--- src/rtl/s4_apb_arbiter.sv ---
// Round-robin arbiter sharing the S4 APB slave port among NUM_REQ requesters.
// Latency: accept c0, SETUP c1, ACCESS c2 (+wait states), response pulse the cycle after ACCESS ends.
// Backpressure: one transfer in flight; req_ready only pulses in IDLE, requesters hold commands until granted.
module s4_apb_arbiter #(
    parameter int NUM_REQ = 4,
    parameter int ADDR_W  = 32,
    parameter int DATA_W  = 32,
    parameter int TIMEOUT = 16
) (
    input  logic                            ACLK,
    input  logic                            ARESETn,
    input  logic                            ASW_RESET,
    input  logic [NUM_REQ-1:0]              req_valid,
    output logic [NUM_REQ-1:0]              req_ready,
    input  logic [NUM_REQ-1:0]              req_write,
    input  logic [NUM_REQ*ADDR_W-1:0]       req_addr,
    input  logic [NUM_REQ*DATA_W-1:0]       req_wdata,
    input  logic [NUM_REQ*(DATA_W/8)-1:0]   req_strb,
    output logic [NUM_REQ-1:0]              rsp_valid,
    output logic [DATA_W-1:0]               rsp_rdata,
    output logic                            rsp_err,
    output logic                            S4_PSEL,
    output logic                            S4_PENABLE,
    output logic                            S4_PWRITE,
    output logic [ADDR_W-1:0]               S4_PADDR,
    output logic [DATA_W-1:0]               S4_PDATA,
    output logic [DATA_W/8-1:0]             S4_PSTRB,
    input  logic [DATA_W-1:0]               S4_PRDATA,
    input  logic                            S4_PREADY,
    input  logic                            S4_PSLVERR
);

    localparam int STRB_W = DATA_W / 8;
    localparam int PTR_W  = $clog2(NUM_REQ);
    localparam int CNT_W  = $clog2(TIMEOUT);
    localparam logic [PTR_W-1:0] PTR_RST  = PTR_W'(NUM_REQ - 1);
    localparam logic [CNT_W-1:0] CNT_LAST = CNT_W'(TIMEOUT - 1);

    typedef enum logic [1:0] {
        ST_IDLE,
        ST_SETUP,
        ST_ACCESS
    } state_t;

    state_t              state_q;
    state_t              state_d;
    logic [PTR_W-1:0]    ptr_q;
    logic [PTR_W-1:0]    grant_idx;
    logic [PTR_W-1:0]    cand_idx;
    logic                grant_any;
    int                  cand;
    logic [CNT_W-1:0]    cnt_q;
    logic                lat_write_q;
    logic [ADDR_W-1:0]   lat_addr_q;
    logic [DATA_W-1:0]   lat_wdata_q;
    logic [STRB_W-1:0]   lat_strb_q;
    logic                accept;
    logic                tmo_hit;
    logic                done;

    // Round-robin search: first valid requester after the last winner, wrapping.
    always_comb begin
        grant_any = 1'b0;
        grant_idx = '0;
        cand      = 0;
        cand_idx  = '0;
        for (int i = 1; i <= NUM_REQ; i++) begin
            cand = int'(ptr_q) + i;
            if (cand >= NUM_REQ) begin
                cand = cand - NUM_REQ;
            end
            cand_idx = PTR_W'(cand);
            if (!grant_any && req_valid[cand_idx]) begin
                grant_any = 1'b1;
                grant_idx = cand_idx;
            end
        end
    end

    // Soft reset blocks new grants; ACCESS completes on PREADY or on the last timeout cycle.
    assign accept  = (state_q == ST_IDLE) && grant_any && !ASW_RESET;
    assign tmo_hit = (cnt_q == CNT_LAST);
    assign done    = (state_q == ST_ACCESS) && !ASW_RESET && (S4_PREADY || tmo_hit);

    // One-hot grant; gated by the async reset so every output reads 0 while it is held.
    always_comb begin
        req_ready = '0;
        if (accept && ARESETn) begin
            req_ready[grant_idx] = 1'b1;
        end
    end

    // FSM state register.
    always_ff @(posedge ACLK or negedge ARESETn) begin
        if (!ARESETn) begin
            state_q <= ST_IDLE;
        end else begin
            state_q <= state_d;
        end
    end

    // Next state and APB signal group; read transfers keep PDATA/PSTRB at zero.
    always_comb begin
        state_d    = state_q;
        S4_PSEL    = 1'b0;
        S4_PENABLE = 1'b0;
        S4_PWRITE  = 1'b0;
        S4_PADDR   = '0;
        S4_PDATA   = '0;
        S4_PSTRB   = '0;
        case (state_q)
            ST_IDLE: begin
                if (accept) begin
                    state_d = ST_SETUP;
                end
            end
            ST_SETUP: begin
                state_d = ST_ACCESS;
            end
            ST_ACCESS: begin
                if (S4_PREADY || tmo_hit) begin
                    state_d = ST_IDLE;
                end
            end
            default: begin
                state_d = ST_IDLE;
            end
        endcase
        if (ASW_RESET) begin
            state_d = ST_IDLE;
        end
        if (state_q == ST_SETUP || state_q == ST_ACCESS) begin
            S4_PSEL    = 1'b1;
            S4_PENABLE = (state_q == ST_ACCESS);
            S4_PWRITE  = lat_write_q;
            S4_PADDR   = lat_addr_q;
            if (lat_write_q) begin
                S4_PDATA = lat_wdata_q;
                S4_PSTRB = lat_strb_q;
            end
        end
    end

    // Command latch, rr pointer, timeout counter and the registered response pulse.
    always_ff @(posedge ACLK or negedge ARESETn) begin
        if (!ARESETn) begin
            ptr_q       <= PTR_RST;
            cnt_q       <= '0;
            lat_write_q <= 1'b0;
            lat_addr_q  <= '0;
            lat_wdata_q <= '0;
            lat_strb_q  <= '0;
            rsp_valid   <= '0;
            rsp_rdata   <= '0;
            rsp_err     <= 1'b0;
        end else if (ASW_RESET) begin
            ptr_q     <= PTR_RST;
            cnt_q     <= '0;
            rsp_valid <= '0;
            rsp_rdata <= '0;
            rsp_err   <= 1'b0;
        end else begin
            rsp_valid <= '0;
            rsp_rdata <= '0;
            rsp_err   <= 1'b0;
            if (accept) begin
                ptr_q       <= grant_idx;
                lat_write_q <= req_write[grant_idx];
                lat_addr_q  <= req_addr[grant_idx*ADDR_W +: ADDR_W];
                lat_wdata_q <= req_wdata[grant_idx*DATA_W +: DATA_W];
                lat_strb_q  <= req_strb[grant_idx*STRB_W +: STRB_W];
            end
            if (state_q == ST_SETUP) begin
                cnt_q <= '0;
            end else if (state_q == ST_ACCESS && !S4_PREADY && !tmo_hit) begin
                cnt_q <= cnt_q + CNT_W'(1);
            end
            if (done) begin
                rsp_valid[ptr_q] <= 1'b1;
                rsp_rdata        <= (S4_PREADY && !lat_write_q) ? S4_PRDATA : '0;
                rsp_err          <= S4_PREADY ? S4_PSLVERR : 1'b1;
            end
        end
    end

endmodule

--- config.mk ---
export PLATFORM = sky130hd
export DESIGN_NAME = s4_apb_arbiter
export DESIGN_NICKNAME = d
export VERILOG_FILES = /design/src/rtl/s4_apb_arbiter.sv
export SDC_FILE = /design/constraint.sdc
export NUM_CORES = 1
export LEC_CHECK = 0
export ABC_AREA = 1
export BUFFER_PORTS_ARGS = -buffer_cell sky130_fd_sc_hd__buf_2
export CAP_MARGIN = 0
export CORE_AREA = 2 2 167 169
export DETAILED_ROUTE_END_ITERATION = 8
export DIE_AREA = 0 0 169 171
export PLACE_DENSITY = 0.6
export SLEW_MARGIN = 25
export SYNTH_ARGS = -nofsm -noshare
export SYNTH_HDL_FRONTEND = slang
export SYNTH_SLANG_ARGS = --single-unit
--- constraint.sdc ---
create_clock -name ACLK -period 5 [get_ports ACLK]
set_input_delay 0.25 -clock ACLK [delete_from_list [all_inputs] [get_ports ACLK]]
set_output_delay 0.25 -clock ACLK [all_outputs]
set_load 0.02 [all_outputs]
==> key figures, run 1 <==
Clock network
  • Reg clk slew, reported paths: 60 ps
  • Clock sinks: 114
  • H-tree depth: 4
  • Clock latency on the worst-skew pair: 410 ps
  • CTS Buf Count: 17
  • CTS tree: yes
  • CTS max path bufs: 2
  • Post-CTS sizing: 0
  • Clock root cell: clkbuf_16

Yosys
  • Compound-cell area share of the yosys netlist: 0.00894
  • Top_reg_cell synth: dfrtp_1
  • Synth area leader: nand2_1
  • Post-synthesis simple-gate area fraction: 0.512
  • Cell count after synthesis: 1321
  • Multiplexer share of the synthesized area: 0
  • Area share of fa/ha/maj cells after synthesis: 0.0157
  • Post-synth EDFFs: 0
  • Area contributors post-synth: nand2_1 36%, dfrtp_1 35%, nand3_1 9.2%
  • Synth Cell Area: 0.00798 mm^2
  • XOR/XNOR Fraction of Synth Area: 0
  • Main combinational cell family by area after synthesis: simple AND/OR/NAND/NOR gates
  • Syn nets: 1648
  • Seq/Total Area, Yosys: 0.358
  • Top-count cell post-synth: nand2_1
  • Post-synth top area share: 0.357
  • Ys async rst share: 1.00
  • Syn Area/Cell: 6.04 um^2
  • Synth unique cells: 27
  • Yosys reg bits: 114
  • Synth top cells by count: 760 x nand2_1, 146 x nand3_1, 112 x dfrtp_1
  • Yosys warns: 0

STA
  • Setup TNS: 0 ps
  • Final Hold Vio Count: 0
  • Max Fclk: 0.245 GHz
  • Worst Tran Pin Value: 1010 ps
  • Final setup fails: 0
  • Worst rel slew slack: 0.328
  • Worst setup margin: 916 ps
  • Final Skew: 15.4 ps
  • RSZ-0062 raised after global routing: no
  • Period minus WS final: 4080 ps
  • Fin crit share: 0.817
  • Slew Limit Fails: 0

Die
  • Die H: 171 um
  • Ports: 429
  • Core Footprint: 0.0273 mm^2
  • Die Area: 0.0289 mm^2
  • Initial core utilization: 0.292
  • Chip Width: 169 um
  • FP Rows: 61

Routing
  • Routed wire length: 30400 um
  • Vias/cell: 4.60
  • Wire length per cell: 14.8 um
  • Via count: 9447
  • DR iter-0 viols: 547
  • Post-route ant nets: 0
  • Iteration count of the initial detailed-routing pass: 5
  • DRC violations left: 0

GRT
  • First-pass GRT wire length: 46000 um
  • Vias in the first global route: 8744
  • Largest net degree at the start of global routing: 77
  • GR Overflow Total: 0
  • Gr usage total: 0.203
  • Initial antenna violation count: 1

Outcome
  • Status: complete, no violations

Final layout
  • Layout cell share with drive strength beyond 1: 0.286
  • Finished Cell Area: 0.0108 mm^2
  • Fin nets: 2021
  • Synth-to-Final Area Change: 35.6%

Worst setup path
  • Critical-path maximum fanout: 64
  • Crit path capture type: output port
  • Setup Crit Path Kind: flip-flop to output port
  • Crit start category: flip-flop
  • CP arrival: 3830 ps
  • Crit path required time: 4750 ps

Min path
  • HP Class: input pin to flip-flop

Pwr
  • Pwr Density: 708 mW/mm^2
  • Worst IR Drop VDD: 552 uV
  • Leakage: 6.98 nW

Placement
  • Dpl ws: 1050 ps
  • I/O Buffers: 428
  • DP Wirelength: 22100 um
  • DP Area: 0.0102 mm^2
  • Routability Congestion: 0.896

Job
  • Max cap viols: 0
==> cells in the final DEF (no fill, tap or decap), drive strengths merged, types with 2 or more instances in the layout <==
cell / Yosys / routed
nor4: 2 / 2
dfrtp: 112 / 112
a21oi: 3 / 3
buf: 57 / 441
dfstp: 2 / 2
nor3: 4 / 4
nor2: 48 / 48
nand3: 147 / 147
nand2: 762 / 762
bufinv: 0 / 2
nor3b: 32 / 32
inv: 98 / 102
ha: 10 / 10
clkbuf: 31 / 18
o21ai: 8 / 8
clkinv: 0 / 7
==> layout make-up <==
class | instances | area [um^2]
antenna | 1 | 2.50
clock buffer | 18 | 439
clock inverter | 14 | 153
fill | 3025 | 16500
inverter | 98 | 373
multi-input combinational | 1021 | 4310
sequential | 114 | 2860
tap | 346 | 433
timing repair buffer | 442 | 2250
==> worst max-delay path: stages, from the launching register on <==
cell     delay [ps]
dfstp_2         670
inv_4            90
ha_1            330
inv_1           110
nand3_1          90
nand2_1         140
nand4_2         200
nand2_1         150
nand2_4         350
nand2_4         730
inv_2           140
nor3_1          210
buf_2           210
==> what timing repair did <==
action | CTS | global route
endpoints found under the hold margin | 58 | 0
setup buffers | 0 | 0
hold buffers | 1 | 0
==> metrics by stage <==
step / hold WS [ps] / power [mW] / utilization / cells
after global routing: 68.0 / 8.49 / 0.396 / 2054
after CTS: 65.2 / 7.74 / 0.396 / 2053
after floorplan: -45.6 / 5.30 / - / 1321
after detailed placement: 382 / 6.45 / 0.374 / 2020
after global placement: 376 / 6.42 / 0.374 / 2020
final: 87.3 / 7.66 / 0.396 / 2054
==> report_power, final <==
part           total, mW  switching (mW)  internal, mW
Sequential          1.39           0.172          1.22
Combinational       5.02            3.54          1.49
Clock               1.24           0.489         0.754
==> metal layers <==
layer,GRT usage,vias up,routed length [um]
met1,0.250,4290,13100
met5,0,-,5
met3,0.0467,25,2100
li1,-,4763,-
met4,0.0520,2,434
met2,0.357,367,14800
==> worst paths after layout <==
kind / from / to / slack, ps / cells past startpoint
worst min-delay path: S4_PRDATA[26] / rsp_rdata[26] / 90 / 2
max in group asynchronous: ARESETn / lat_wdata_q[24] / 3200 / 3
worst min register to register: lat_addr_q[11] / lat_addr_q[11] / 480 / 2
worst max register to register: ptr_q[0] / lat_wdata_q[23] / 1000 / 16
min in group asynchronous: ARESETn / rsp_rdata[21] / 450 / 2
worst max-delay path: ptr_q[0] / req_ready[1] / 920 / 12
==> flip-flops by register name, summed over array words and instances, names as in the netlist <==
name         flops
ptr_q            2
rsp_valid        4
lat_wdata_q     32
cnt_q            4
lat_strb_q       4
state_q          2
rsp_rdata       32
lat_addr_q      32
lat_write_q      1
rsp_err          1
==> logic make-up after synthesis <==
family	Yosys count
buf+inv	186
compound gates	13
simple gates	998
fa+ha+maj	10
flops	114
Power figures use the tool's default switching activity.
==> inputs of run 2 (changes only) <==
==> constraint.sdc (replaced) <==
create_clock -name ACLK -period 4.1 [get_ports ACLK]
set_input_delay 0.205 -clock ACLK [delete_from_list [all_inputs] [get_ports ACLK]]
set_output_delay 0.205 -clock ACLK [all_outputs]
set_load 0.02 [all_outputs]
==> run 2 against run 1 <==
Net effect:
- clock-buffer cell count stayed put
- sequential power is 22% higher
- sequential share of layout area is 0.23 points lower
- cell count hardly changed
- power is 24% higher
- critical path depth is 1 lower
- flip-flop and latch count stayed put
- utilization is 0.35 points higher
- register-to-register slack worse by 40 ps
- worst hold slack worse by 42 ps
- critical path type unchanged
- largest cell class unchanged
==> key figures, run 2 (synthesized netlist as in run 1, its figures left out) <==
Outcome
  • Status: complete, no violations

Placement
  • Dpl ws: 963 ps (-90.8 ps)
  • Routability Congestion: 0.875 (-2.4%)
  • I/O Buffers: 428 (unchanged)
  • DP Wirelength: 22300 um (+0.60%)

Die
  • Ports: 429 (unchanged)
  • Core Footprint: 0.0273 mm^2 (unchanged)
  • Initial core utilization: 0.292 (unchanged)
  • Die Area: 0.0289 mm^2 (unchanged)
  • FP Rows: 61 (unchanged)
  • Chip Width: 169 um (unchanged)
  • Die H: 171 um (unchanged)

Worst setup path
  • Crit path required time: 3890 ps (-860 ps)
  • Crit start category: flip-flop
  • Crit path capture type: output port
  • Max stage delay on crit path: 660 ps (-70 ps)
  • CP arrival: 3270 ps (-560 ps)
  • Critical-path maximum fanout: 48 (-25%)
  • Crit-path cells: inv_4 > ha_1 > inv_1 > nand3_1 > nand2_1 > nand4_2 > nand3_4 > nand2_4 > buf_12 > nor3_1 > buf_2
  • Setup Crit Path Kind: flip-flop to output port
  • Slowest CP cell: dfstp_2

Routing
  • Post-Route M1 WL: 13000 um (-0.80%)
  • Wire length per cell: 14.6 um (-1.3%)
  • Met2 wire length: 14900 um (+0.42%)
  • Metal3 WL: 1860 um (-11%)
  • DRC violations left: 0 (unchanged)
  • Routed wire length: 30100 um (-1.2%)
  • Vias/cell: 4.54 (-1.2%)
  • Top Layer Used: met5
  • Post-route ant nets: 0 (unchanged)
  • Via count: 9344 (-1.1%)
  • DR iter-0 viols: 431 (-21%)
  • Iteration count of the initial detailed-routing pass: 5 (unchanged)

STA
  • Worst setup margin: 621 ps (-295 ps)
  • Final setup fails: 0 (unchanged)
  • RSZ-0062 raised after global routing: no
  • Worst Tran Pin Value: 874 ps (-134 ps)
  • Setup TNS: 0 ps (unchanged)
  • Final Hold Vio Count: 0 (unchanged)
  • Fin crit share: 0.849
  • Period minus WS final: 3480 ps
  • Max Fclk: 0.287 GHz
  • Final Skew: 12.8 ps (-2.66 ps)
  • Slew Limit Fails: 0 (unchanged)
  • Worst rel slew slack: 0.416 (+0.0878)

Final layout
  • Commonest non-fill, non-tap cell in the layout: nand2_1
  • Commonest non-fill, non-tap cells in the layout: 760 x nand2_1, 427 x buf_2, 146 x nand3_1, 112 x dfrtp_1, 91 x inv_1
  • Biggest regs: lat_addr_q x32, lat_wdata_q x32, rsp_rdata x32
  • Synth-to-Final Area Change: 36.8%
  • Antenna Cells: 0 (-1)
  • Util after Layout: 0.400 (+0.00348)
  • Layout cell share with drive strength beyond 1: 0.288 (+0.00125)
  • Fin nets: 2024 (+0.15%)

Pwr
  • Leakage: 7.02 nW (+0.58%)
  • Pwr Density: 869 mW/mm^2 (+23%)
  • Worst IR Drop VDD: 640 uV (+16%)

Clock network
  • Clock root cell: clkbuf_16
  • H-tree depth: 4 (unchanged)
  • Clock sinks: 114 (unchanged)
  • CTS max path bufs: 2 (unchanged)
  • Reg clk slew, reported paths: 60 ps (about the same)
  • Postcts setup bufs: 0 (unchanged)
  • Post-CTS sizing: 0 (unchanged)
  • Clock latency on the worst-skew pair: 410 ps (about the same)
  • CTS Buf Count: 17 (unchanged)
  • CTS tree: yes

Job
  • Max cap viols: 0 (unchanged)

GRT
  • First-pass GRT wire length: 46600 um (+1.2%)
  • Vias in the first global route: 8926 (+2.1%)
  • GR Overflow Total: 0 (unchanged)
  • Initial antenna violation count: 1 (unchanged)
  • Gr usage total: 0.204 (+0.00155)
  • Largest net degree at the start of global routing: 139 (+81%)

Min path
  • HP Class: input pin to flip-flop
==> run 2: cell types whose count changed in the layout (fill, tap and decap cells not counted), sizes merged <==
cell      before  now
buf          441  444
bufinv         2    3
clkinv         7    5
clkinvlp       1    2
diode          1    0
==> run 2: final timing paths <==
check	from	to	slack (ps)	cells past startpoint
setup / recovery	ptr_q[0]	req_ready[0]	620	11
hold / removal	S4_PRDATA[26]	rsp_rdata[26]	50	2
setup reg to reg	ptr_q[0]	lat_addr_q[27]	960	14
hold reg to reg	lat_wdata_q[9]	lat_wdata_q[9]	480	2
max in group asynchronous	ARESETn	lat_addr_q[8]	2650	3
min in group asynchronous	ARESETn	lat_addr_q[24]	350	2
==> run 2: through the flow <==
stage	power, mW	hold slack, ps	cell area (um^2)	cells
finish	9.49	45.2	10900	2056
global placement	7.95	239	10300	2023
CTS	9.63	24.1	10900	2056
global route	10.5	24.5	10900	2056
floorplan	6.47	-90.6	7980	1321
detailed placement	7.99	237	10300	2023
==> run 2: repair_timing <==
item / in CTS / in global routing
endpoints found under the setup margin: 0 / 0
endpoints found under the hold margin: 40 / 0
hold buffers: 1 / 0
==> run 2: cell type report <==
type                    count  area, um^2
clock buffers              18         439
clock inverters            14         176
fillers                  3059       16400
inverters                  98         370
multi-input cells        1021        4310
flip-flops and latches    114        2860
well taps                 346         433
repair buffers            445        2330
==> run 2: metal layers <==
metal / vias up / track usage
li1: 4766 / -
met1: 4227 / 0.249
met2: 321 / 0.368
met3: 28 / 0.0458
met4: 2 / 0.0453
met5: - / 0
==> run 2: worst max-delay path, delay by kind of cell, from the launching register on <==
family	cells	cell delay, ps
buffers and inverters	4	710
AND/OR/NAND/NOR	6	1140
flip-flops	1	660
adder cells (fa/ha/maj)	1	330
==> run 2: power breakdown <==
group          internal (mW)  total (mW)  switching, mW
Sequential              1.49        1.70          0.206
Combinational           1.91        6.23           4.32
Clock                  0.980        1.56          0.582
==> inputs of run 3 (changes only) <==
--- a/config.mk
+++ b/config.mk
@@ -5,12 +5,12 @@
 export SDC_FILE = /design/constraint.sdc
 export NUM_CORES = 1
 export LEC_CHECK = 0
-export ABC_AREA = 1
+export ABC_AREA = 0
 export BUFFER_PORTS_ARGS = -buffer_cell sky130_fd_sc_hd__buf_2
 export CAP_MARGIN = 0
-export CORE_AREA = 2 2 167 169
+export CORE_AREA = 2 2 164 166
 export DETAILED_ROUTE_END_ITERATION = 8
-export DIE_AREA = 0 0 169 171
+export DIE_AREA = 0 0 166 168
 export PLACE_DENSITY = 0.6
 export SLEW_MARGIN = 25
 export SYNTH_ARGS = -nofsm -noshare
==> constraint.sdc (replaced) <==
create_clock -name ACLK -period 2.9 [get_ports ACLK]
set_input_delay 0.145 -clock ACLK [delete_from_list [all_inputs] [get_ports ACLK]]
set_output_delay 0.145 -clock ACLK [all_outputs]
set_load 0.02 [all_outputs]
==> run 3 against run 2 <==
Net effect:
- the run now ends with setup timing left
- critical path type unchanged
- sequential share of layout area shrank 0.92 points
- clock power increased by 38%
- via count down 16%
- largest cell class unchanged
- combinational power rose by 15%
- synthesized area shrank 8.9%
==> key figures, run 3 <==
Outcome
  • Status: complete, but fails checks
  • Failing checks: setup timing

Yosys
  • Yosys reg bits: 114 (unchanged)
  • Synth unique cells: 47 (+74%)
  • Post-synth top area share: 0.385 (+0.0280)
  • Ys async rst share: 1.00 (unchanged)
  • Syn Area/Cell: 10.0 um^2 (+66%)
  • Post-synth EDFFs: 0 (unchanged)
  • Seq/Total Area, Yosys: 0.393 (+0.0349)
  • Top_reg_cell synth: dfrtp_1
  • Yosys warns: 0 (unchanged)
  • Synth top cells by count: 112 x dfrtp_1, 110 x mux2i_1, 76 x nand2_1
  • Synth area leader: dfrtp_1
  • Synth Cell Area: 0.00727 mm^2 (-8.9%)
  • Cell count after synthesis: 724 (-45%)
  • Syn nets: 1051 (-36%)
  • Area contributors post-synth: dfrtp_1 39%, mux2i_1 15%, o211ai_1 6.7%
  • Top-count cell post-synth: dfrtp_1

STA
  • RSZ-0062 raised after global routing: yes
  • Fin crit share: 1.02
  • Period minus WS final: 2950 ps
  • Worst Tran Pin Value: 653 ps (-221 ps)
  • Hold WS: 38.6 ps (-6.64 ps)
  • Worst setup margin: -53.4 ps (-674 ps)
  • Final Hold Vio Count: 0 (unchanged)
  • Worst rel slew slack: 0.564 (+0.149)
  • Max Fclk: 0.339 GHz
  • Final Skew: 15.4 ps (+2.65 ps)
  • Final setup fails: 4 (+4)
  • Setup TNS: -165 ps (-165 ps)
  • Slew Limit Fails: 0 (unchanged)

Worst setup path
  • Top cell family by delay on the critical path: flip-flops
  • Worst setup path end: req_ready[3]
  • Setup Crit Path Kind: flip-flop to output port
  • Worst r2r path cells: 11 (-3)
  • Crit path required time: 2760 ps (-1130 ps)
  • Crit start category: flip-flop
  • Max stage delay on crit path: 630 ps (-30 ps)
  • Slowest CP cell: dfstp_2
  • CP Launch Point: ptr_q[0]
  • Crit-path cells: inv_4 > ha_4 > mux4_2 > o21ba_4 > o21ai_4 > nand2_4 > buf_12 > nor3b_4 > buf_6
  • CP arrival: 2810 ps (-460 ps)
  • Reg2reg start: ptr_q[0]
  • Critical-path maximum fanout: 7 (-85%)
  • Bufs and invs on worst path: 3 (-1)
  • Reg-to-reg setup timing slack: 40 ps (-920 ps)
  • Crit path capture type: output port
  • Critical Path Stages: 9 (-2)
  • R2R Path End: lat_wdata_q[7]

GRT
  • First-pass GRT wire length: 45200 um (-2.9%)
  • Initial antenna violation count: 1 (unchanged)
  • Vias in the first global route: 7927 (-11%)
  • GR Overflow Total: 0 (unchanged)
  • Largest net degree at the start of global routing: 114 (-18%)
  • Gr usage total: 0.205 (+0.000314)

Clock network
  • Clock root cell: clkbuf_16
  • CTS Buf Count: 17 (unchanged)
  • CTS tree: yes
  • Clock latency on the worst-skew pair: 420 ps (about the same)
  • H-tree depth: 4 (unchanged)
  • CTS max path bufs: 2 (unchanged)
  • Reg clk slew, reported paths: 70 ps (about the same)
  • Clock sinks: 114 (unchanged)

Routing
  • Iteration count of the initial detailed-routing pass: 5 (unchanged)
  • Vias/cell: 5.08 (+12%)
  • Via count: 7865 (-16%)
  • DR iter-0 viols: 552 (+28%)
  • DRC violations left: 0 (unchanged)
  • Post-route ant nets: 0 (unchanged)
  • Routed wire length: 30100 um (about the same)
  • Wire length per cell: 19.4 um (+33%)

Final layout
  • Synth-to-Final Area Change: 55.6%
  • Biggest regs: lat_addr_q x32, lat_wdata_q x32, rsp_rdata x32
  • Commonest non-fill, non-tap cells in the layout: 423 x buf_2, 112 x dfrtp_1, 104 x mux2i_1, 74 x nand2_1, 70 x and2_1
  • Commonest non-fill, non-tap cell in the layout: buf_2
  • Fin cells: 1549 (-25%)
  • Fin nets: 1521 (-25%)
  • Layout cell share with drive strength beyond 1: 0.460 (+0.172)

Pwr
  • Sw power: 5.11 mW (about the same)
  • Pint: 6.60 mW (+51%)
  • Worst IR Drop VDD: 558 uV (-13%)
  • Sequential share of power: 0.203 (+0.024)
  • Leakage: 5.85 nW (-17%)
  • Power, Total: 11.7 mW (+23%)
  • Sw Share: 0.436 (-0.102)
  • Clock Power Share: 0.184 (+0.019)
  • Pwr Density: 1030 mW/mm^2 (+19%)
  • Logic pwr share: 0.613 (-0.044)

Die
  • Die H: 168 um (-1.8%)
  • FP Rows: 60 (-1.6%)
  • Chip Width: 166 um (-1.8%)
  • Initial core utilization: 0.276 (-0.0161)
  • Ports: 429 (unchanged)
  • Die Area: 0.0279 mm^2 (-3.5%)
  • Core Footprint: 0.0264 mm^2 (-3.6%)

Placement
  • Placed Cells: 1462 (-28%)
  • DP Wirelength: 21300 um (-4.6%)
  • Routability Congestion: 0.847 (-3.1%)
  • I/O Buffers: 428 (unchanged)
  • Dpl ws: 98.4 ps (-865 ps)

Job
  • Max cap viols: 0 (unchanged)

Min path
  • HP Class: input pin to flip-flop
run 3: routing by layer:
layer  wire (um)  part of all wire  GRT usage  vias to the layer above
met3        1630             0.054     0.0348                       39
met4         742             0.025     0.0749                        0
met2       14800              0.49      0.342                      329
met1       12900              0.43      0.267                     3800
li1            -                 -          -                     3697
met5           0                 0          0                        -
run 3: repair_timing:
item / CTS / global route
endpoints found under the setup margin: 4 / 39
hold buffers: 35 / 0
endpoints found under the hold margin: 145 / 0
buffers inserted: 15 / 2
pin swaps: 8 / 4
gates cloned: 0 / 2
gates resized for setup: 20 / 14
run 3: worst min path at each step:
stage                        startpoint             end  slack, ps  cells after the start
after floorplan                 ARESETn        cnt_q[0]       -150                      0
after global placement          ARESETn  lat_addr_q[29]        -50                      1
after detailed placement        ARESETn  lat_addr_q[29]        -50                      1
after CTS                  req_addr[97]   lat_addr_q[1]         20                      3
after global routing       req_addr[97]   lat_addr_q[1]         40                      3
final                     req_addr[125]  lat_addr_q[29]         40                      3
run 3: through the flow:
step                       util  instance area [um^2]
after floorplan               -                  7390
after global placement    0.382                 10100
after detailed placement  0.382                 10100
after CTS                 0.425                 11200
after global routing      0.429                 11300
final                     0.429                 11300
run 3: kinds of logic after synthesis:
logic type	share of synthesized area
DFF	0.393
AOI/OAI and AO/OA	0.212
and+or+nand+nor	0.156
adders and majority gates	0.0172
buffers and inverters	0.0497
muxes	0.167
xor gates and xnor gates	0.00482
run 3: power groups by stage:
stage | combinational (mW) | sequential, mW | clock, mW
floorplan | 4.61 | 2.31 | 0
global placement | 6.48 | 2.40 | 0
detailed placement | 6.57 | 2.41 | 0
CTS | 6.91 | 2.38 | 2.21
global route | 7.69 | 2.44 | 2.27
finish | 7.18 | 2.38 | 2.15
run 3: worst register-to-register path, stage by stage (launching register included):
cell and delay [ps]:
dfstp_2 630, inv_4 50, ha_4 290, mux4_2 410, o21ba_4 260, o21ai_4 210
nand2_4 80, buf_4 130, buf_4 130, buf_12 150, mux2i_2 280, o211ai_1 120
run 3: cell type report:
class / count / area [um^2]
repair buffers: 523 / 3210
clock buffers: 17 / 425
well taps: 341 / 427
multi-input cells: 532 / 4200
flip-flops and latches: 114 / 2860
inverters: 6 / 25.0
fillers: 2551 / 15000
diodes: 1 / 2.50
clock inverters: 15 / 165
